`src/rtl/mac_sequencer_if.sv`:
```
// Handshake, operand-memory and MAC-control bundle of the MAC sequencer.
// master = sequencer side, slave = surrounding system (memories, MAC, host).
interface mac_sequencer_if #(
   parameter int Q_INT  = 8,
   parameter int Q_FRAC = 8,
   parameter int ADDR_W = 10,
   parameter int LEN_W  = 10
);
   localparam int QW = Q_INT + Q_FRAC;

   logic              start;
   logic              square;
   logic [LEN_W-1:0]  len;
   logic [ADDR_W-1:0] x_base;
   logic [ADDR_W-1:0] w_base;
   logic              ready;
   logic              mem_rd_en;
   logic [ADDR_W-1:0] x_addr;
   logic [ADDR_W-1:0] w_addr;
   logic [QW-1:0]     x_rdata;
   logic [QW-1:0]     w_rdata;
   logic [QW-1:0]     mac_x;
   logic [QW-1:0]     mac_w;
   logic              mac_reg_enable;
   logic              mac_x_select;
   logic              mac_w_select;
   logic              mac_acc_loopback;
   logic              mac_acc_update;
   logic [QW-1:0]     acc_in;
   logic [QW-1:0]     result;
   logic              result_valid;
   logic              result_ready;

   modport master (
      input  start, square, len, x_base, w_base, x_rdata, w_rdata, acc_in, result_ready,
      output ready, mem_rd_en, x_addr, w_addr, mac_x, mac_w, mac_reg_enable,
             mac_x_select, mac_w_select, mac_acc_loopback, mac_acc_update,
             result, result_valid
   );

   modport slave (
      output start, square, len, x_base, w_base, x_rdata, w_rdata, acc_in, result_ready,
      input  ready, mem_rd_en, x_addr, w_addr, mac_x, mac_w, mac_reg_enable,
             mac_x_select, mac_w_select, mac_acc_loopback, mac_acc_update,
             result, result_valid
   );
endinterface

```
`src/rtl/mac_sequencer.sv`:
```
// Operand fetch and control sequencer feeding the fixed-point MAC: issues len reads,
// strobes the MAC one cycle later, then presents the accumulator with valid/ready.
module mac_sequencer #(
   parameter int Q_INT  = 8,
   parameter int Q_FRAC = 8,
   parameter int ADDR_W = 10,
   parameter int LEN_W  = 10
) (
   input  logic            clk,
   input  logic            reset,
   mac_sequencer_if.master bus
);
   typedef enum logic [1:0] {IDLE, ISSUE, LAST, DONE} state_t;

   typedef struct packed {
      logic              square;
      logic [LEN_W-1:0]  len;
      logic [ADDR_W-1:0] x_base;
      logic [ADDR_W-1:0] w_base;
   } run_t;

   state_t           state, state_nxt;
   run_t             run_q;
   logic [LEN_W-1:0] cnt;
   logic             zero_q;
   logic             first_q;
   logic             upd_q;
   logic             accept;
   logic             last_issue;

   assign accept     = (state == IDLE) && bus.start;
   assign last_issue = (cnt == run_q.len - LEN_W'(1));

   always_ff @(posedge clk or posedge reset) begin
      if (reset) state <= IDLE;
      else       state <= state_nxt;
   end

   always_comb begin
      state_nxt = state;
      unique case (state)
         IDLE:  if (bus.start) state_nxt = (bus.len == '0) ? DONE : ISSUE;
         ISSUE: if (last_issue) state_nxt = LAST;
         LAST:  state_nxt = DONE;
         DONE:  if (bus.result_ready) state_nxt = IDLE;
         default: state_nxt = IDLE;
      endcase
   end

   // Run parameters are frozen at the accepting edge; upd_q is the read strobe
   // delayed to line up with the synchronous-read data.
   always_ff @(posedge clk or posedge reset) begin
      if (reset) begin
         run_q   <= '0;
         cnt     <= '0;
         zero_q  <= 1'b0;
         first_q <= 1'b0;
         upd_q   <= 1'b0;
      end else begin
         upd_q <= (state == ISSUE);
         if (accept) begin
            run_q   <= '{square: bus.square, len: bus.len, x_base: bus.x_base, w_base: bus.w_base};
            cnt     <= '0;
            zero_q  <= (bus.len == '0);
            first_q <= 1'b1;
         end else begin
            if (state == ISSUE) cnt <= cnt + LEN_W'(1);
            if (upd_q) first_q <= 1'b0;
         end
      end
   end

   always_comb begin
      bus.ready            = (state == IDLE);
      bus.mem_rd_en        = (state == ISSUE);
      bus.x_addr           = '0;
      bus.w_addr           = '0;
      bus.result_valid     = (state == DONE);
      bus.result           = '0;
      bus.mac_x            = bus.x_rdata;
      bus.mac_w            = bus.w_rdata;
      bus.mac_reg_enable   = 1'b0;
      bus.mac_x_select     = 1'b1;
      bus.mac_w_select     = ~run_q.square;
      bus.mac_acc_update   = upd_q;
      bus.mac_acc_loopback = upd_q & ~first_q;
      if (state == ISSUE) begin
         bus.x_addr = run_q.x_base + ADDR_W'(cnt);
         bus.w_addr = run_q.w_base + ADDR_W'(cnt);
      end
      if (state == DONE && !zero_q) bus.result = bus.acc_in;
   end
endmodule

```
`src/flat_wrapper.sv`:
```
// flat-port wrapper written by rule: the top's interface ports become plain ports
module mac_sequencer_flat 
#(
   parameter int Q_INT  = 8,
   parameter int Q_FRAC = 8,
   parameter int ADDR_W = 10,
   parameter int LEN_W  = 10
)
  (clk, reset, bus_start, bus_square, bus_len, bus_x_base, bus_w_base, bus_x_rdata, bus_w_rdata, bus_acc_in, bus_result_ready, bus_ready, bus_mem_rd_en, bus_x_addr, bus_w_addr, bus_mac_x, bus_mac_w, bus_mac_reg_enable, bus_mac_x_select, bus_mac_w_select, bus_mac_acc_loopback, bus_mac_acc_update, bus_result, bus_result_valid);
  mac_sequencer_if #(.Q_INT(Q_INT), .Q_FRAC(Q_FRAC), .ADDR_W(ADDR_W), .LEN_W(LEN_W)) bus_i ();
  input  logic clk;
  input  logic reset;
  input wire logic [$bits(bus_i.start)-1:0] bus_start;
  input wire logic [$bits(bus_i.square)-1:0] bus_square;
  input wire logic [$bits(bus_i.len)-1:0] bus_len;
  input wire logic [$bits(bus_i.x_base)-1:0] bus_x_base;
  input wire logic [$bits(bus_i.w_base)-1:0] bus_w_base;
  input wire logic [$bits(bus_i.x_rdata)-1:0] bus_x_rdata;
  input wire logic [$bits(bus_i.w_rdata)-1:0] bus_w_rdata;
  input wire logic [$bits(bus_i.acc_in)-1:0] bus_acc_in;
  input wire logic [$bits(bus_i.result_ready)-1:0] bus_result_ready;
  output wire logic [$bits(bus_i.ready)-1:0] bus_ready;
  output wire logic [$bits(bus_i.mem_rd_en)-1:0] bus_mem_rd_en;
  output wire logic [$bits(bus_i.x_addr)-1:0] bus_x_addr;
  output wire logic [$bits(bus_i.w_addr)-1:0] bus_w_addr;
  output wire logic [$bits(bus_i.mac_x)-1:0] bus_mac_x;
  output wire logic [$bits(bus_i.mac_w)-1:0] bus_mac_w;
  output wire logic [$bits(bus_i.mac_reg_enable)-1:0] bus_mac_reg_enable;
  output wire logic [$bits(bus_i.mac_x_select)-1:0] bus_mac_x_select;
  output wire logic [$bits(bus_i.mac_w_select)-1:0] bus_mac_w_select;
  output wire logic [$bits(bus_i.mac_acc_loopback)-1:0] bus_mac_acc_loopback;
  output wire logic [$bits(bus_i.mac_acc_update)-1:0] bus_mac_acc_update;
  output wire logic [$bits(bus_i.result)-1:0] bus_result;
  output wire logic [$bits(bus_i.result_valid)-1:0] bus_result_valid;
  assign bus_i.start = bus_start;
  assign bus_i.square = bus_square;
  assign bus_i.len = bus_len;
  assign bus_i.x_base = bus_x_base;
  assign bus_i.w_base = bus_w_base;
  assign bus_i.x_rdata = bus_x_rdata;
  assign bus_i.w_rdata = bus_w_rdata;
  assign bus_i.acc_in = bus_acc_in;
  assign bus_i.result_ready = bus_result_ready;
  assign bus_ready = bus_i.ready;
  assign bus_mem_rd_en = bus_i.mem_rd_en;
  assign bus_x_addr = bus_i.x_addr;
  assign bus_w_addr = bus_i.w_addr;
  assign bus_mac_x = bus_i.mac_x;
  assign bus_mac_w = bus_i.mac_w;
  assign bus_mac_reg_enable = bus_i.mac_reg_enable;
  assign bus_mac_x_select = bus_i.mac_x_select;
  assign bus_mac_w_select = bus_i.mac_w_select;
  assign bus_mac_acc_loopback = bus_i.mac_acc_loopback;
  assign bus_mac_acc_update = bus_i.mac_acc_update;
  assign bus_result = bus_i.result;
  assign bus_result_valid = bus_i.result_valid;
  mac_sequencer #(.Q_INT(Q_INT), .Q_FRAC(Q_FRAC), .ADDR_W(ADDR_W), .LEN_W(LEN_W)) u_core (.clk(clk), .reset(reset), .bus(bus_i));
endmodule
```
`config.mk`:
```
export PLATFORM = sky130hd
export DESIGN_NAME = mac_sequencer_flat
export DESIGN_NICKNAME = d
export VERILOG_FILES = /design/src/rtl/mac_sequencer_if.sv /design/src/rtl/mac_sequencer.sv /design/src/flat_wrapper.sv
export SDC_FILE = /design/constraint.sdc
export NUM_CORES = 1
export LEC_CHECK = 0
export CORE_MARGIN = 1.5
export CORE_UTILIZATION = 38
export CTS_BUF_LIST = sky130_fd_sc_hd__clkbuf_16
export DETAILED_ROUTE_END_ITERATION = 8
export PLACE_DENSITY = 0.78
export SLEW_MARGIN = 10
export SYNTH_ARGS = -nofsm -noshare
export SYNTH_HDL_FRONTEND = slang
export SYNTH_SLANG_ARGS = --single-unit
```
`constraint.sdc`:
```
create_clock -name clk -period 2.4 [get_ports clk]
set_input_delay 0.48 -clock clk [delete_from_list [all_inputs] [get_ports clk]]
set_output_delay 0.48 -clock clk [all_outputs]
set_load 0.005 [all_outputs]
```
==> flow_metrics.env <==
export IMPL_num_nets_final=638
export IMPL_drt_initial_drc_count=121
export IMPL_period_share_pct=121
export IMPL_fin_ws_ns=-0.513
export IMPL_crit_required_ns=1.92
export IMPL_coreArea_mm2=0.00876
export IMPL_tritoncts="built"
export IMPL_postRouteAntennaNets=0
export IMPL_hpwl_um=6600
export IMPL_met1_length_um=4250
export IMPL_arrival_ns=2.43
export IMPL_hold_viol_final=0
export IMPL_endpoint_kind="output port"
export IMPL_place_ws_ns=-0.614
export IMPL_fp_dieArea_mm2=0.00963
export IMPL_rsz0062_at_grt="yes"
export IMPL_layout_drive_gt1_share_pct=25.3
export IMPL_wl_um=9990
export IMPL_routed_via_density=5.07
export IMPL_postSynthAreaPerCell_um2=8.19
export IMPL_cts_buffers_inserted=5
export IMPL_clock_sinks=46
export IMPL_syn_nets=529
export IMPL_ctsHtreeMaxLevel=2
export IMPL_drc_errors=0
export IMPL_grt_pass1_vias=3287
export IMPL_dp_cells=608
export IMPL_port_buffers=92
export IMPL_grt_usage_pct=20.0
export IMPL_yosysTopAreaCell="dfrtp_1"
export IMPL_met2_length_um=4980
export IMPL_cts_buffer_depth=2
export IMPL_root_buffer="clkbuf_16"
export IMPL_max_freq_ghz=0.343
export IMPL_yosysTopAreaCellShare_pct=33.5
export IMPL_violations="setup timing"
export IMPL_hold_class="reg -> reg"
export IMPL_start_kind="register"
export IMPL_synthArstFlopShare_pct=100
export IMPL_insertion_delay_ns=0.29
export IMPL_layoutNonFillerInstCount=638
export IMPL_die_w_um=98.2
export IMPL_p_leak_nw=2.45
export IMPL_slew_headroom_pct=60.6
export IMPL_route_met3_wl_um=484
export IMPL_io_pins=159
export IMPL_placement_rows=34
export IMPL_worstMarginPinSlew_ns=0.592
export IMPL_grt_pass1_wl_um=15700
export IMPL_tns_ns=-4.12
export IMPL_syn_cell_area_mm2=0.00344
export IMPL_yosysWarnings=0
export IMPL_die_height_um=98.2
export IMPL_clk_pin_slew_ns=0.07
export IMPL_gp_congestion=0.858
export IMPL_maxCapViolations=0
export IMPL_status="complete, but fails checks"
export IMPL_num_vias=3237
export IMPL_synth_edf_count=0
export IMPL_setup_violations=12
export IMPL_top_layer_used="met4"
export IMPL_synth_flop_cell="dfrtp_1"
export IMPL_ys_seq_elements=46
export IMPL_initial_core_util_pct=39.3
export IMPL_synth_cell_types=45
export IMPL_fin_skew_ns=0.00792
export IMPL_p_per_area_mw_per_mm2=1100
export IMPL_grt_max_degree=49
export IMPL_wl_per_cell_um=15.7
export IMPL_ys_seq_area_share_pct=33.5
export IMPL_first_pass_iters=4
export IMPL_num_antenna_cells=0
export IMPL_syn_to_final_growth_pct=49.0
export IMPL_utilization_pct=58.5
export IMPL_synthTopCellsByArea="dfrtp_1 33%, nand2_1 10%, ha_1 8.7%, buf_4 7.4%, xor2_1 3.8%"
export IMPL_fin_crit_ns=2.91
export IMPL_crit_type="reg -> out"
export IMPL_antenna_found_initial=0
export IMPL_overflow=0
export IMPL_worst_path_max_fanout=2
export IMPL_power_mw=5.66
export IMPL_drv_slew=0
export IMPL_netlist_instances=420
export IMPL_max_vdd_ir_drop_mv=0.367
==> layout by cell type (no fill, tap or decap), types with 10 or more instances in the layout <==
cell,n
inv_1,16
xor2_1,15
buf_2,13
buf_4,50
xnor2_1,10
o21ai_0,12
dfrtp_1,46
nand2_1,95
nor2_1,27
clkdlybuf4s50_1,74
and2_1,20
ha_1,16
==> repair_timing <==
action,CTS,global route
gates resized for setup,92,36
cloned,0,1
hold buffers,0,0
setup buffers,17,4
setup endpoints to repair,35,34
pin swaps,29,18
==> routing by layer <==
metal	vias to the layer above	track usage, %
li1	1580	-
met1	1531	24.7
met2	99	34.9
met3	27	3.65
met4	0	7.37
met5	-	0
==> cells in the mapped netlist (2+ instances only) <==
master / instances
ha_1: 24
xnor2_1: 11
nor2b_1: 6
nand2_1: 95
a21o_1: 2
nor3b_1: 3
nand4_1: 7
xor2_1: 15
o31ai_1: 2
a2111o_1: 2
clkbuf_1: 12
conb_1: 2
dfrtp_1: 46
a21oi_1: 10
o41ai_1: 3
o21a_1: 4
o21ai_0: 12
or4_1: 4
a2111oi_0: 2
mux2i_1: 6
fa_1: 2
inv_1: 20
nor3_1: 15
buf_4: 34
nor2_1: 27
o21ai_1: 4
buf_1: 2
nand3_1: 7
nand2b_1: 4
a211o_1: 2
and2_1: 20
a21boi_1: 2
==> area by class of cell <==
| class | instances | area [µm²] |
|---|---|---|
| flip-flops and latches | 46 | 1150 |
| fillers | 719 | 3640 |
| inverters | 21 | 78.8 |
| repair buffers | 149 | 1310 |
| multi-input cells | 306 | 2250 |
| clock inverters | 3 | 68.8 |
| well taps | 108 | 135 |
| clock buffers | 5 | 125 |
==> per-stage QoR <==
stage / hold slack (ns) / area, µm²
finish: 0.479 / 5130
global route: 0.501 / 5130
CTS: 0.476 / 4970
detailed placement: 0.465 / 4470
global placement: 0.455 / 4470
floorplan: 0.447 / 3440
==> critical path: stages (launching register included) <==
cell      delay, ns
dfrtp_1        0.39
buf_6          0.13
ha_4           0.16
inv_2          0.06
fa_2           0.21
nor2b_2        0.06
o21ai_2        0.15
a21boi_2       0.09
o21a_1         0.22
buf_6          0.13
o41ai_4        0.22
mux2i_1        0.21
buf_2          0.13
==> final timing paths <==
check / startpoint / endpoint / slack [ns] / depth (start not counted)
max: u_core.cnt[0]$_DFFE_PP0P_ / bus_w_addr[8] / -0.51 / 12
min: u_core.bus.mac_acc_update$_DFF_PP0_ / u_core.first_q$_DFFE_PP0P_ / 0.48 / 1
max reg2reg: u_core.run_q[22]$_DFFE_PP0P_ / u_core.state[0]$_DFFE_PP0P_ / 0.25 / 6
min reg2reg: u_core.bus.mac_acc_update$_DFF_PP0_ / u_core.first_q$_DFFE_PP0P_ / 0.48 / 1
max in group asynchronous: reset / u_core.run_q[13]$_DFFE_PP0P_ / 1.36 / 3
min in group asynchronous: reset / u_core.run_q[25]$_DFFE_PP0P_ / 0.65 / 3
==> registers in the layout, indices dropped and copies added (netlist names) <==
| signal | count |
|---|---|
| u_core.run_q | 31 |
| u_core.cnt | 10 |
| u_core.state | 2 |
| u_core.bus.mac_acc_update | 1 |
| u_core.first_q | 1 |
| u_core.zero_q | 1 |
==> cells by family (layout without fill, tap and decap cells) <==
kind of cell	after synthesis	in the layout	share of synthesized area, %
AND/OR/NAND/NOR	193	194	26.1
AO/OA/AOI/OAI	51	51	10.2
buffers and inverters	69	178	11.2
other	2	2	0.218
XOR/XNOR	27	27	7.09
flip-flops	46	46	33.5
multiplexers	6	6	1.75
adder cells (fa/ha/maj)	26	26	9.89
==> where the power goes <==
group / switching (mW) / total (mW) / internal, mW
clock network: 0.302 / 0.900 / 0.598
registers: 0.307 / 1.39 / 1.08
logic: 1.64 / 3.37 / 1.73
total: 2.25 / 5.66 / 3.42
Note: power is estimated with default switching activity, not from simulation.
